===== src/rtl/mult_defs.sv =====
// Shared definitions for the sequential Booth multiplier: state encodings,
// default sizing and the Booth recoding helper.
package mult_defs;

  localparam int unsigned DEF_WIDTH = 32;
  localparam int unsigned DEF_CNT_W = 6;

  typedef enum logic [1:0] {
    IDLE = 2'd0,
    LOAD = 2'd1,
    RUN  = 2'd2,
    DONE = 2'd3
  } mult_state_e;

  typedef enum logic [1:0] {
    OP_NOP = 2'd0,
    OP_ADD = 2'd1,
    OP_SUB = 2'd2
  } booth_op_e;

  // Radix-2 Booth recoding of the current multiplier bit pair {Q[0], q-1}
  function automatic booth_op_e booth_decode(input logic q0, input logic qm1);
    case ({q0, qm1})
      2'b01:   return OP_ADD;
      2'b10:   return OP_SUB;
      default: return OP_NOP;
    endcase
  endfunction

endpackage


===== src/rtl/booth_step.sv =====
// One combinational radix-2 Booth iteration: conditional add/sub of M into ACC,
// then arithmetic right shift of the whole {ACC, Q, q-1} register.
module booth_step
  import mult_defs::*;
#(
  parameter int unsigned AW = 33,
  parameter int unsigned QW = 32
) (
  input  logic [AW-1:0] acc_i,
  input  logic [QW-1:0] q_i,
  input  logic          qm1_i,
  input  logic [AW-1:0] m_i,
  output logic [AW-1:0] acc_o,
  output logic [QW-1:0] q_o,
  output logic          qm1_o
);

  logic [AW-1:0] sum;

  always_comb begin
    case (booth_decode(q_i[0], qm1_i))
      OP_ADD:  sum = acc_i + m_i;
      OP_SUB:  sum = acc_i - m_i;
      default: sum = acc_i;
    endcase
    acc_o = {sum[AW-1], sum[AW-1:1]};
    q_o   = {sum[0], q_i[QW-1:1]};
    qm1_o = q_i[0];
  end

endmodule


===== src/rtl/booth_mult_unit.sv =====
// Sequential radix-2 Booth multiplier answering the control unit's multiply command.
// Define MULT_UNSIGNED_EN to add the is_unsigned port and unsigned products.
module booth_mult_unit
  import mult_defs::*;
#(
  parameter int unsigned WIDTH = DEF_WIDTH,
  parameter int unsigned CNT_W = DEF_CNT_W
) (
  input  logic             clk,
  input  logic             reset,
  input  logic             start,
`ifdef MULT_UNSIGNED_EN
  input  logic             is_unsigned,
`endif
  input  logic [WIDTH-1:0] A_in,
  input  logic [WIDTH-1:0] B_in,
  output logic             busy,
  output logic             done,
  output logic [WIDTH-1:0] Hi_out,
  output logic [WIDTH-1:0] Lo_out
);

  // Unsigned mode runs a (WIDTH+1)-bit Booth, so Q gains the zero extension bit
`ifdef MULT_UNSIGNED_EN
  localparam int unsigned AW = WIDTH + 2;
  localparam int unsigned QW = WIDTH + 1;
`else
  localparam int unsigned AW = WIDTH + 1;
  localparam int unsigned QW = WIDTH;
`endif

  mult_state_e      state_q, state_d;
  logic [CNT_W-1:0] cnt_q, cnt_d;
  logic [AW-1:0]    m_q, m_d;
  logic [AW-1:0]    acc_q, acc_d;
  logic [QW-1:0]    q_q, q_d;
  logic             qm1_q, qm1_d;
  logic             busy_q, busy_d;
  logic             done_q, done_d;
  logic [WIDTH-1:0] hi_q, hi_d;
  logic [WIDTH-1:0] lo_q, lo_d;
`ifdef MULT_UNSIGNED_EN
  logic             uns_q, uns_d;
`endif

  logic [AW-1:0]    acc_nx;
  logic [QW-1:0]    q_nx;
  logic             qm1_nx;
  logic             a_ext_c;
  logic             b_ext_c;
  logic [CNT_W-1:0] last_c;

  booth_step #(
    .AW(AW),
    .QW(QW)
  ) u_step (
    .acc_i (acc_q),
    .q_i   (q_q),
    .qm1_i (qm1_q),
    .m_i   (m_q),
    .acc_o (acc_nx),
    .q_o   (q_nx),
    .qm1_o (qm1_nx)
  );

  // Next-state, datapath and registered-output logic
  always_comb begin
    state_d = state_q;
    cnt_d   = cnt_q;
    m_d     = m_q;
    acc_d   = acc_q;
    q_d     = q_q;
    qm1_d   = qm1_q;
    busy_d  = 1'b0;
    done_d  = 1'b0;
    hi_d    = hi_q;
    lo_d    = lo_q;
`ifdef MULT_UNSIGNED_EN
    uns_d   = uns_q;
    a_ext_c = is_unsigned ? 1'b0 : A_in[WIDTH-1];
    b_ext_c = is_unsigned ? 1'b0 : B_in[WIDTH-1];
    last_c  = uns_q ? CNT_W'(WIDTH) : CNT_W'(WIDTH - 1);
`else
    a_ext_c = A_in[WIDTH-1];
    b_ext_c = B_in[WIDTH-1];
    last_c  = CNT_W'(WIDTH - 1);
`endif

    case (state_q)
      IDLE: begin
        if (start) begin
          m_d     = {{(AW - WIDTH){a_ext_c}}, A_in};
`ifdef MULT_UNSIGNED_EN
          q_d     = {b_ext_c, B_in};
          uns_d   = is_unsigned;
`else
          q_d     = B_in;
`endif
          acc_d   = '0;
          qm1_d   = 1'b0;
          cnt_d   = '0;
          busy_d  = 1'b1;
          state_d = LOAD;
        end
      end
      LOAD: begin
        busy_d  = 1'b1;
        state_d = RUN;
      end
      RUN: begin
        acc_d  = acc_nx;
        q_d    = q_nx;
        qm1_d  = qm1_nx;
        cnt_d  = cnt_q + CNT_W'(1);
        busy_d = 1'b1;
        if (cnt_q == last_c) begin
`ifdef MULT_UNSIGNED_EN
          if (uns_q) begin
            hi_d = {acc_nx[WIDTH-2:0], q_nx[WIDTH]};
            lo_d = q_nx[WIDTH-1:0];
          end else begin
            hi_d = acc_nx[WIDTH-1:0];
            lo_d = q_nx[WIDTH:1];
          end
`else
          hi_d = acc_nx[WIDTH-1:0];
          lo_d = q_nx;
`endif
          busy_d  = 1'b0;
          done_d  = 1'b1;
          state_d = DONE;
        end
      end
      DONE: begin
        state_d = IDLE;
      end
      default: begin
        state_d = IDLE;
      end
    endcase
  end

  always_ff @(posedge clk or posedge reset) begin
    if (reset) begin
      state_q <= IDLE;
      cnt_q   <= '0;
      m_q     <= '0;
      acc_q   <= '0;
      q_q     <= '0;
      qm1_q   <= 1'b0;
      busy_q  <= 1'b0;
      done_q  <= 1'b0;
      hi_q    <= '0;
      lo_q    <= '0;
`ifdef MULT_UNSIGNED_EN
      uns_q   <= 1'b0;
`endif
    end else begin
      state_q <= state_d;
      cnt_q   <= cnt_d;
      m_q     <= m_d;
      acc_q   <= acc_d;
      q_q     <= q_d;
      qm1_q   <= qm1_d;
      busy_q  <= busy_d;
      done_q  <= done_d;
      hi_q    <= hi_d;
      lo_q    <= lo_d;
`ifdef MULT_UNSIGNED_EN
      uns_q   <= uns_d;
`endif
    end
  end

  assign busy   = busy_q;
  assign done   = done_q;
  assign Hi_out = hi_q;
  assign Lo_out = lo_q;

endmodule

===== config.mk =====
export PLATFORM = sky130hd
export DESIGN_NAME = booth_mult_unit
export DESIGN_NICKNAME = d
export VERILOG_FILES = /design/src/rtl/mult_defs.sv /design/src/rtl/booth_step.sv /design/src/rtl/booth_mult_unit.sv
export SDC_FILE = /design/constraint.sdc
export NUM_CORES = 1
export LEC_CHECK = 0
export BUFFER_PORTS_ARGS = -buffer_cell sky130_fd_sc_hd__buf_2
export CAP_MARGIN = 0
export CORE_ASPECT_RATIO = 2
export CORE_UTILIZATION = 35
export DETAILED_ROUTE_END_ITERATION = 10
export PLACE_DENSITY_LB_ADDON = 0.15
export RECOVER_POWER = 100
export SETUP_SLACK_MARGIN = 0.05
export SLEW_MARGIN = 10
export SYNTH_ARGS = -nofsm -noshare
export SYNTH_HDL_FRONTEND = slang
export SYNTH_SLANG_ARGS = --single-unit

===== constraint.sdc =====
create_clock -name clk -period 5.6 [get_ports clk]
set_clock_uncertainty 0.05 [all_clocks]
set_input_delay 1.12 -clock clk [delete_from_list [all_inputs] [get_ports clk]]
set_output_delay 1.12 -clock clk [all_outputs]
set_load 0.02 [all_outputs]

* Yosys cells after proc, flatten, opt, wreduce, memory -nomap -nowiden *
Index checks and enable logic that the tools add are counted.

word-level totals
  register bits after elaboration = 172

cells by class
  muxes and demuxes = 18
  equality and inequality tests = 10
  reduce and logical (&&, ||, !) cells = 6
  $add $sub $neg = 3

operators with widths
  operator             number
  $pmux 33 s2          2
  $pmux 32 s2          1
  $add 33x33->33       1
  $mux 33              1
  $sub 33x33->33       1
  $mux 32              1
  $pmux 6 s2           1
  $eq 2x2->1 const B   4
  $pmux 2 s4           1
  $reduce_and 2->1     4
  $add 6x1->6 const B  1
  $eq 2x1->1 const B   3
  $eq 6x5->1 const B   1
  $mux 6               1
  $mux 1               5
  $mux 2               2
  $ne 2x2->1 const B   2
  $pmux 2 s2           1
  $pmux 1 s3           1
  $logic_not 2->1      1
  $pmux 1 s2           1
  $reduce_bool 2->1    1

* Depth between registers and ports, before layout *
Gate-level depths: netlist (run 1).

  depth in word-level cells = 5
  mapped depth = 18

* By module *
A second synthesis (run 1) with hierarchy kept.

second synthesis, totals
  cell total of the unflattened synthesis = 978
  area, all modules = 10058.4 um^2

by module, submodules not included
  module           times used  cells each  area an instance (um^2)
  booth_mult_unit  1           470         6757.7
  booth_step       1           508         3300.7

* Worst setup path after synthesis (run 1) *
Ideal clock, no wire load.

  path type = reg2reg
  start point = register m_q[0]
  end point = register acc_q[31]
  arrival time = 3.786 ns
  cell stages (with the launch flop) = 18
  setup slack = 1.688 ns
  period minus slack after synthesis = 3.912 ns
  buffers on the path = 1
  cells stage by stage = dfrtp_1 > inv_1 > ha_1 > or4b_1 > nor3_4 > and3b_1 > buf_6 > a31oi_1 > xnor2_1 > ha_1 > and4_1 > and2_1 > nand4_1 > o221ai_2 > o211ai_2 > a211o_2 > a211o_1 > o21ai_1

between the ends
  word-level cells in the longest chain between the ends = 3

ends and longest elaborated chain
  what                                              RTL line                            text
  start, declared                                   booth_mult_unit.sv:34               logic [AW-1:0] m_q, m_d;
  start signal, assigned                            booth_mult_unit.sv:161              m_q <= m_d;
  $sub 33x33->33 or $add 33x33->33 (tied branches)  booth_step.sv:23, booth_step.sv:22
  $pmux 33 s2 *                                     booth_step.sv:21                    case (booth_decode(q_i[0], qm1_i))
  $pmux 33 s2 *                                     booth_mult_unit.sv:89               case (state_q)
  end signal, assigned                              booth_mult_unit.sv:148              acc_q <= '0;
  end signal, assigned                              booth_mult_unit.sv:162              acc_q <= acc_d;
  end, declared                                     booth_mult_unit.sv:35               logic [AW-1:0] acc_q, acc_d;

Every way passes the cells marked *; elsewhere a longest branch is shown, timed or not.
A chain may end at the register's enable or synchronous reset.

* Worst setup path in the final report (run 1) *
  start point = register m_q[0]
  end point = register hi_q[22], in the netlist Hi_out[22]

between the ends
  word-level cells in the longest chain between the ends = 2

ends and longest elaborated chain
  what                                              RTL line                            text
  $sub 33x33->33 or $add 33x33->33 (tied branches)  booth_step.sv:23, booth_step.sv:22
  $pmux 33 s2 *                                     booth_step.sv:21
  end signal, assigned                              booth_mult_unit.sv:167              hi_q <= hi_d;
  end, declared                                     booth_mult_unit.sv:40               logic [WIDTH-1:0] hi_q, hi_d;

Marked as above.

==> flow_summary.toml, run 1 <==
[synth]
netlist-cell-type-count = 76
netlist_top_cells_area = "dfrtp_1 45%, nand2_1 7.2%, ha_1 5.2%, mux2_2 5.0%, nor2_1 4.9%"
netlist_instances = 1014
synth_edf_count = 0
post_synthesis_sequential_area_ratio_pct = 45.4
synth.top_cells.by_count = "181 x nand2_1, 171 x dfrtp_1, 123 x nor2_1"
synthDominantAreaCellType = "dfrtp_1"
yosys_warnings = 0
postSynth.asyncResetShare_pct = 100
postSynthRegisterBits = 171
avgSynthCellArea_um2 = 9.29
syn_nets = 1121
cell_area_synth_um2 = 9420
synthFlopType = "dfrtp_1"
netlist.area_leader.share_pct = 45.4
synth.most_common_cell = "nand2_1"

[clock_tree]
worst_setup_hold_path_clk_slew_ns = 0.07
clock_tree_from_tritoncts = "yes"
post_cts.repair.setup_buffers = 0
cts-root-buf = "clkbuf_16"
numCtsBuffers = 17
htree_levels = 4
clock_sinks = 171
post_cts.resized_instances = 0
cts_max_path_buffers = 2
post_cts_hold_buffer_count = 0
clk_latency_ns = 0.45

[run]
cap_viol_max_count = 5

[cells_and_area]
finalNonFillerCells = 1482
design.final.nets = 1233
diodes = 0
area_growth_syn_to_layout_pct = 14.6
final_layout_size_suffix_gt1_share_pct = 14.4
multiInputGateArea_um2 = 4750
seqCellArea_um2 = 4280
layout.filler_cells = 2709
finalCoreUtilization_pct = 40.9

[detailed_routing]
detailedRoute.firstIterationViolations = 291
detail_route.drc_violations = 0
vias = 7630
detailedRoute.firstPassIterationCount = 5
drt-total-wl_mm = 26.2
average_detailed_routed_wire_length_per_instance_um = 17.7
detail_route.vias_per_cell = 5.15
final_antenna_net_count = 0

[worst_hold_path]
hold_path_origin = "Lo_out[26]"
min_path_type = "reg -> reg"

[floorplan]
initial_utilization_pct = 35.7
die_height_um = 234
placeableCoreArea_um2 = 26400
die_w_um = 118
rows = 84
dieArea_um2 = 27600
num_io_pins = 133

[timing]
slew_headroom_pct = -112
worstMarginPinSlew_ns = 3.17
finalCriticalPeriod_ns = 4.94
finalMaxSlewViolations = 214
report.final.setup_viol = 0
fmax_mhz = 202
fin_setup_tns_ns = 0
setup_repair_after_global_routing_missed_its_margin = "false"
finalHoldViolations = 0
final.setup.worst_slack_ns = 0.659
finalCritPeriodShare_pct = 88.2

[worst_setup_path]
critPathKind = "reg -> reg"
critical_path_buf_inv_count = 1
critPathLaunch = "m_q[0]"
cp-start-kind = "flop"
rr_startpoint = "m_q[0]"
capturing_element_type_of_the_critical_path = "flop"
cp_data_arrival_time_ns = 5.21
critical_path.cell_chain = "inv_1, ha_1, or4b_1, nor3_1, nor2_1, xnor2_1, ha_1, and2_0, a221o_1, a221o_1, a211oi_1, o21bai_1, a2111oi_0, or2_0, o21ai_0"
critical_path.top_delay_family = "compound AO/OA/AOI/OAI gates"
critPathMaxFanout = 6
cpMaxStageDelayCell = "a211oi_1"
timing.critical_path.slowest_cell_delay_ns = 0.60
worst_ep_required_time_ns = 5.87

[grt]
grt_pass1_wl_mm = 42.7
overflow = 0
grt_start_max_net_pins = 172
first_global_vias = 7853
overall_global_routing_usage_pct = 20.0
number_of_antenna_violations_at_the_first_check_in_global_routing = 0

[placement]
pre_cts_ws_ns = 0.930
port_buffers = 132
place.detailed.instances = 1451
dp.final_hpwl_mm = 18.6
gp_weighted_congestion = 0.844

[run_status]
outcome = "complete, but fails checks"
violations = "capacitance limit, slew limit"

[power]
power_density_nw_per_um2 = 738
power.static_leakage_nw = 4.92
ir_worst_vdd_uv = 288
## worst register-to-register path, delay by kind of cell, from the launching register on
family	cells	cell delay [ns]
AO/OA/AOI/OAI	6	2.15
AND/OR/NAND/NOR	5	1.40
adder cells (fa/ha/maj)	2	0.54
flip-flops	1	0.43
XOR/XNOR	1	0.16
buffers and inverters	1	0.08
## cell families (layout without fill, tap and decap cells)
group | count (synthesis) | in the layout | share of synthesized area [%]
AOI/OAI and AO/OA | 243 | 243 | 16.8
xor gates and xnor gates | 55 | 55 | 5.11
adders and majority gates | 40 | 40 | 5.39
buffers and inverters | 76 | 200 | 3.88
DFF | 171 | 171 | 45.4
muxes | 49 | 49 | 5.76
and+or+nand+nor | 380 | 380 | 17.6
## area by class of cell
class	instances	share of cell area (%)
timing repair buffer	144	6.08
tap	344	3.99
inverter	25	0.881
clock inverter	12	1.29
multi-input combinational	767	44.0
clock buffer	19	4.10
sequential	171	39.6
## final timing paths
kind / endpoint / slack, ns / cells after the start
min: Lo_out[26] / 0.42 / 2
min in group asynchronous: m_q[6] / 0.86 / 3
max: Hi_out[22] / 0.66 / 15
min reg2reg: Lo_out[26] / 0.42 / 2
max reg2reg: Hi_out[22] / 0.66 / 15
max in group asynchronous: m_q[24] / 3.86 / 3
## layer usage
layer,up-vias,GRT usage [%],wire (µm)
met5,-,0,0
met4,0,7.73,623
met3,33,5.08,1220
met2,154,36.2,13900
met1,3669,22.3,10500
li1,3774,-,-
## cells in the final DEF (no fill, tap or decap), types with 38 or more instances in the layout
cell type,Yosys,layout
dfrtp_1,171,171
nor2_1,123,123
clkbuf_1,38,74
o21ai_0,41,60
ha_1,39,39
mux2_2,42,41
buf_2,1,65
a21oi_1,47,47
nand2_1,181,181
xnor2_1,38,38
## flip-flops by register name, indices dropped and copies added (netlist names)
register,count
Hi_out,32
Lo_out,32
acc_q,32
m_q,32
q_q,32
cnt_q,6
state_q,2
busy,1
done,1
qm1_q,1
## metrics by stage
step,power (mW),hold WS [ns],instance area (µm²)
global placement,6.88,0.404,10400
floorplan,5.68,0.409,9420
CTS,8.15,0.424,10900
global route,8.71,0.452,10800
detailed placement,6.90,0.407,10400
finish,7.97,0.424,10800
## power breakdown
group	internal (mW)	switching (mW)	total (mW)	leakage, nW
registers	1.73	0.435	2.16	2.08
logic	1.76	2.85	4.60	2.56
clock network	0.672	0.531	1.20	0.278
Power figures use the tool's default switching activity.
==> run 2: changes to the inputs <==
CELL_PAD_IN_SITES_DETAIL_PLACEMENT = 1   (was unset)
CELL_PAD_IN_SITES_GLOBAL_PLACEMENT = 1   (was unset)
PLACE_DENSITY = 0.65   (was unset)
PLACE_DENSITY_LB_ADDON = unset   (was 0.15)
==> run 2 against run 1 <==
  * The run still ends with capacitance limit, slew limit left
  * Flip-flop and latch count is the same
  * Combinational power up 2%
  * Global-route usage rose by 1.6 points
  * Largest cell class unchanged
  * Hold slack improved by 0.0025 ns
  * Count of clock-buffer cells in the layout increased by 4
  * Critical path type unchanged
  * Highest routed layer is now met5
==> flow_summary.toml, run 2 (synthesis gave the netlist of run 1 again) <==
[run_status]
outcome = "complete, but fails checks"
violations = "capacitance limit, slew limit"

[worst_setup_path]
cp-start-kind = "flop"
capturing_element_type_of_the_critical_path = "flop"
critical_path_buf_inv_count = 0
critical_path.top_delay_family = "simple AND/OR/NAND/NOR gates"
worst_ep_required_time_ns = 5.92
cp_data_arrival_time_ns = 5.36
most_used_cell_along_the_critical_path = "nand3_1"
critPathKind = "reg -> reg"
cpMaxStageDelayCell = "nor4b_1"
critPathMaxFanout = 6
critical_path.cell_chain = "nor2_1, nor4b_1, nand3_1, nor3b_2, nand2_1, nor3_2, a21oi_1, xnor2_1, ha_1, and3_1, and3_1, nand3_1, o21ai_1, o21ai_1, or4_1, nand3_1"
timing.critical_path.slowest_cell_delay_ns = 0.84

[detailed_routing]
detailedRoute.firstPassIterationCount = 5
average_detailed_routed_wire_length_per_instance_um = 19.1
vias = 7944
drt-total-wl_mm = 28.3
final_antenna_net_count = 0
detail_route.drc_violations = 0
detailedRoute.firstIterationViolations = 224
detail_route.vias_per_cell = 5.36

[timing]
final.setup.worst_slack_ns = 0.561
finalHoldViolations = 0
slew_headroom_pct = -132
worstMarginPinSlew_ns = 3.47
finalCritPeriodShare_pct = 90.0
finalMaxSlewViolations = 402
fmax_mhz = 198
report.final.setup_viol = 0
fin_setup_tns_ns = 0
setup_repair_after_global_routing_missed_its_margin = "false"
finalCriticalPeriod_ns = 5.04

[cells_and_area]
layout.filler_cells = 3114
diodes = 0
area_growth_syn_to_layout_pct = 14.6
most_common_library_cell_in_the_layout_ignoring_fill_and_taps = "nand2_1"
design.final.nets = 1233
final_layout_size_suffix_gt1_share_pct = 14.2
layout.cells.most_common_list = "180 x nand2_1, 171 x dfrtp_1, 123 x nor2_1, 77 x clkbuf_1, 64 x buf_2"
finalNonFillerCells = 1483

[power]
power_density_nw_per_um2 = 749
intPower_mw = 4.19
ir_worst_vdd_uv = 295
power.static_leakage_nw = 4.93
power_switching_share_pct = 48.2
combinationalPowerShare_pct = 58.2
switching_power_mw = 3.90
register_share_of_total_power_pct = 26.8
pwr-share-clk_pct = 15.0

[clock_tree]
clock_tree_from_tritoncts = "yes"
clock_sinks = 171
cts-root-buf = "clkbuf_16"
post_cts.repair.setup_buffers = 0
post_cts.resized_instances = 0
post_cts_hold_buffer_count = 0
clk_latency_ns = 0.45
cts_max_path_buffers = 2
worst_setup_hold_path_clk_slew_ns = 0.07
htree_levels = 4
numCtsBuffers = 17

[floorplan]
die_height_um = 234
die_w_um = 118
initial_utilization_pct = 35.7
placeableCoreArea_um2 = 26400
dieArea_um2 = 27600
num_io_pins = 133
rows = 84

[worst_hold_path]
min_path_type = "reg -> reg"

[placement]
port_buffers = 132
dp.final_hpwl_mm = 19.9
place.detailed.instances = 1451
pre_cts_ws_ns = 0.938
gp_weighted_congestion = 0.838

[grt]
first_global_vias = 8582
grt_start_max_net_pins = 155
grt_pass1_wl_mm = 45.9
overall_global_routing_usage_pct = 21.5
overflow = 0
number_of_antenna_violations_at_the_first_check_in_global_routing = 1

[run]
cap_viol_max_count = 8
-- run 2: layout make-up --
| cell class | instances | area [µm²] | share of cell area [%] |
|---|---|---|---|
| clock buffers | 23 | 478 | 4.43 |
| clock inverters | 9 | 113 | 1.04 |
| inverters | 25 | 95.1 | 0.881 |
| multi-input cells | 767 | 4760 | 44.1 |
| flip-flops and latches | 171 | 4280 | 39.6 |
| well taps | 344 | 430 | 3.99 |
| repair buffers | 144 | 643 | 5.96 |
-- run 2: final timing paths --
| kind | from | to | slack, ns | cells past startpoint |
|---|---|---|---|---|
| min in group asynchronous | reset | m_q[2] | 0.70 | 2 |
| setup / recovery | m_q[2] | Hi_out[30] | 0.56 | 16 |
| hold / removal | Lo_out[25] | Lo_out[25] | 0.43 | 2 |
| setup reg to reg | m_q[2] | Hi_out[30] | 0.56 | 16 |
| max in group asynchronous | reset | Lo_out[27] | 2.00 | 3 |
| hold reg to reg | Lo_out[25] | Lo_out[25] | 0.43 | 2 |
-- run 2: through the flow --
step                utilization, %  cell area (µm²)  power [mW]  hold slack (ns)
CTS                           41.5            10900        8.27            0.429
global placement              39.3            10400        6.90            0.404
floorplan                        -             9420        5.68            0.409
global route                  40.9            10800        8.77            0.446
finish                        40.9            10800        8.09            0.426
detailed placement            39.3            10400        6.99            0.408
-- run 2: metal layers --
metal	track usage (%)	up-vias	part of all wire, %
met5	0	-	0.039
met4	10.6	2	3.7
met3	3.96	60	3.1
met2	39.9	150	54
met1	23.4	3973	39
li1	-	3759	-
-- run 2: power by group through the flow --
stage	clock network, mW	logic (mW)	registers [mW]
6_report	1.21	4.70	2.17
4_1_cts	1.26	4.84	2.18
3_5_place_dp	0	4.80	2.19
5_1_grt	1.29	5.24	2.24
2_1_floorplan	0	3.43	2.25
3_3_place_gp	0	4.73	2.18
-- run 2: tightest hold or removal path: stages (launching register included) --
cell and delay [ns]:
dfrtp_1 0.34, nand2_1 0.05, nand2_1 0.05
==> run 3: changes to the inputs <==
CELL_PAD_IN_SITES_DETAIL_PLACEMENT = unset   (was 1)
CELL_PAD_IN_SITES_GLOBAL_PLACEMENT = unset   (was 1)
PLACE_DENSITY = 0.52   (was 0.65)
==> run 3 against run 2 <==
  * The run still ends with capacitance limit, slew limit left
  * Design area is 0.42% higher
  * Global-route usage is 1.2 points lower
  * Critical path type unchanged
  * Sequential power hardly changed
  * Worst setup slack better by 0.054 ns
  * Critical path depth stayed put
  * Count of clock-buffer cells in the layout is 4 lower
  * Utilization is 0.17 points higher
==> flow_summary.toml, run 3 (synthesis gave the netlist of run 1 again) <==
[timing]
fmax_mhz = 201
finalHoldViolations = 0
slew_headroom_pct = -134
hold_slack_ns = 0.425
setup_repair_after_global_routing_missed_its_margin = "false"
finalMaxSlewViolations = 347
report.final.setup_viol = 0
worstMarginPinSlew_ns = 3.52
fin_setup_tns_ns = 0
finalCritPeriodShare_pct = 89.0
finalCriticalPeriod_ns = 4.98

[placement]
dp.final_hpwl_mm = 19.2
port_buffers = 132
dpl_cell_area_um2 = 10400
gp_weighted_congestion = 0.845

[power]
pnr_total_power_mw = 8.05
power_density_nw_per_um2 = 742
ir_worst_vdd_uv = 279
power.static_leakage_nw = 4.95

[worst_setup_path]
critPathMaxFanout = 6
critical_path_buf_inv_count = 1
timing.critical_path.slowest_cell_delay_ns = 0.62
rr_startpoint = "m_q[0]"
worst_ep_required_time_ns = 5.88
critPathLaunch = "m_q[0]"
critPathKind = "reg -> reg"
capturing_element_type_of_the_critical_path = "flop"
cp_data_arrival_time_ns = 5.27
critical_path.cell_chain = "inv_1, ha_1, or4b_1, nor3_4, and3b_1, a31oi_1, xnor2_1, ha_1, and4_1, and2_1, nand4_1, a211oi_1, nor2_1, xor2_1, o21ai_0, mux2_2"
cpMaxStageDelayCell = "a211oi_1"
critical_path.top_delay_family = "simple AND/OR/NAND/NOR gates"
cp-start-kind = "flop"
most_used_cell_along_the_critical_path = "ha_1"

[cells_and_area]
fin_area_um2 = 10800
most_common_library_cell_in_the_layout_ignoring_fill_and_taps = "nand2_1"
final_layout_size_suffix_gt1_share_pct = 14.7
diodes = 0
area_growth_syn_to_layout_pct = 15.1
layout.cells.most_common_list = "180 x nand2_1, 171 x dfrtp_1, 123 x nor2_1, 73 x clkbuf_1, 65 x buf_2"
finalCoreUtilization_pct = 41.1
design.final.nets = 1234
layout.filler_cells = 2718

[grt]
overflow = 0
grt_start_max_net_pins = 135
overall_global_routing_usage_pct = 20.3
grt_pass1_wl_mm = 43.1
first_global_vias = 7957
number_of_antenna_violations_at_the_first_check_in_global_routing = 0

[detailed_routing]
detail_route.drc_violations = 0
detailedRoute.firstIterationViolations = 329
detailedRoute.firstPassIterationCount = 4
average_detailed_routed_wire_length_per_instance_um = 18.0
drt-total-wl_mm = 26.7
final_antenna_net_count = 0
detail_route.vias_per_cell = 5.17
vias = 7658

[clock_tree]
clock_tree_from_tritoncts = "yes"
post_cts.repair.setup_buffers = 0
cts-root-buf = "clkbuf_16"
worst_setup_hold_path_clk_slew_ns = 0.06
clk_latency_ns = 0.45
post_cts_hold_buffer_count = 0
cts_max_path_buffers = 2
htree_levels = 4
post_cts.resized_instances = 0
numCtsBuffers = 17
clock_sinks = 171

[floorplan]
die_height_um = 234
rows = 84
initial_utilization_pct = 35.7
placeableCoreArea_um2 = 26400
num_io_pins = 133
dieArea_um2 = 27600
die_w_um = 118

[run_status]
outcome = "complete, but fails checks"
violations = "capacitance limit, slew limit"

[worst_hold_path]
min_path_type = "reg -> reg"
hold_path_origin = "Lo_out[24]"

[run]
cap_viol_max_count = 6
## run 3: cell types whose count changed in the layout (fill, tap and decap cells not counted), moves of 2 or more
cell / previous run / this run
o21ai_1: 12 / 6
clkbuf_1: 77 / 73
clkinvlp_4: 1 / 4
bufinv_16: 2 / 4
o21ai_0: 56 / 62
clkbuf_2: 0 / 2
## run 3: area by class of cell
type	instances	area [µm²]	share of cell area, %
clock buffer	19	453	4.18
clock inverter	11	170	1.57
inverter	25	97.6	0.900
multi-input combinational	767	4760	43.9
sequential	171	4280	39.5
tap	344	430	3.97
timing repair buffer	145	647	5.97
## run 3: stage by stage
| stage | cells | worst slack (ns) |
|---|---|---|
| after floorplan | 1014 | 1.69 |
| after global placement | 1452 | 0.880 |
| after detailed placement | 1452 | 0.824 |
| after CTS | 1482 | 0.809 |
| after global routing | 1482 | 0.317 |
| final | 1482 | 0.615 |
## run 3: worst paths after layout
path / end / slack, ns / depth (start not counted)
max reg2reg: Hi_out[23] / 0.62 / 16
max: Hi_out[23] / 0.62 / 16
max in group asynchronous: m_q[23] / 1.28 / 4
min reg2reg: Lo_out[24] / 0.43 / 2
min: Lo_out[24] / 0.43 / 2
min in group asynchronous: Lo_out[22] / 1.87 / 3
## run 3: metal layers
layer  wire, µm  part of all wire, %  track usage [%]
met5          0                    0                0
met4        759                  2.8             7.97
met3       1200                  4.5             5.37
met2      14100                   53             37.2
met1      10700                   40             22.1
## run 3: power breakdown
part	internal [mW]	switching (mW)
Combinational	1.76	2.85
Sequential	1.73	0.440
Clock	0.764	0.502
## run 3: worst min-delay path, cell delays in order, from the launching register on
cell and delay [ns]:
dfrtp_1 0.34, nand2_1 0.05, nand2_1 0.05
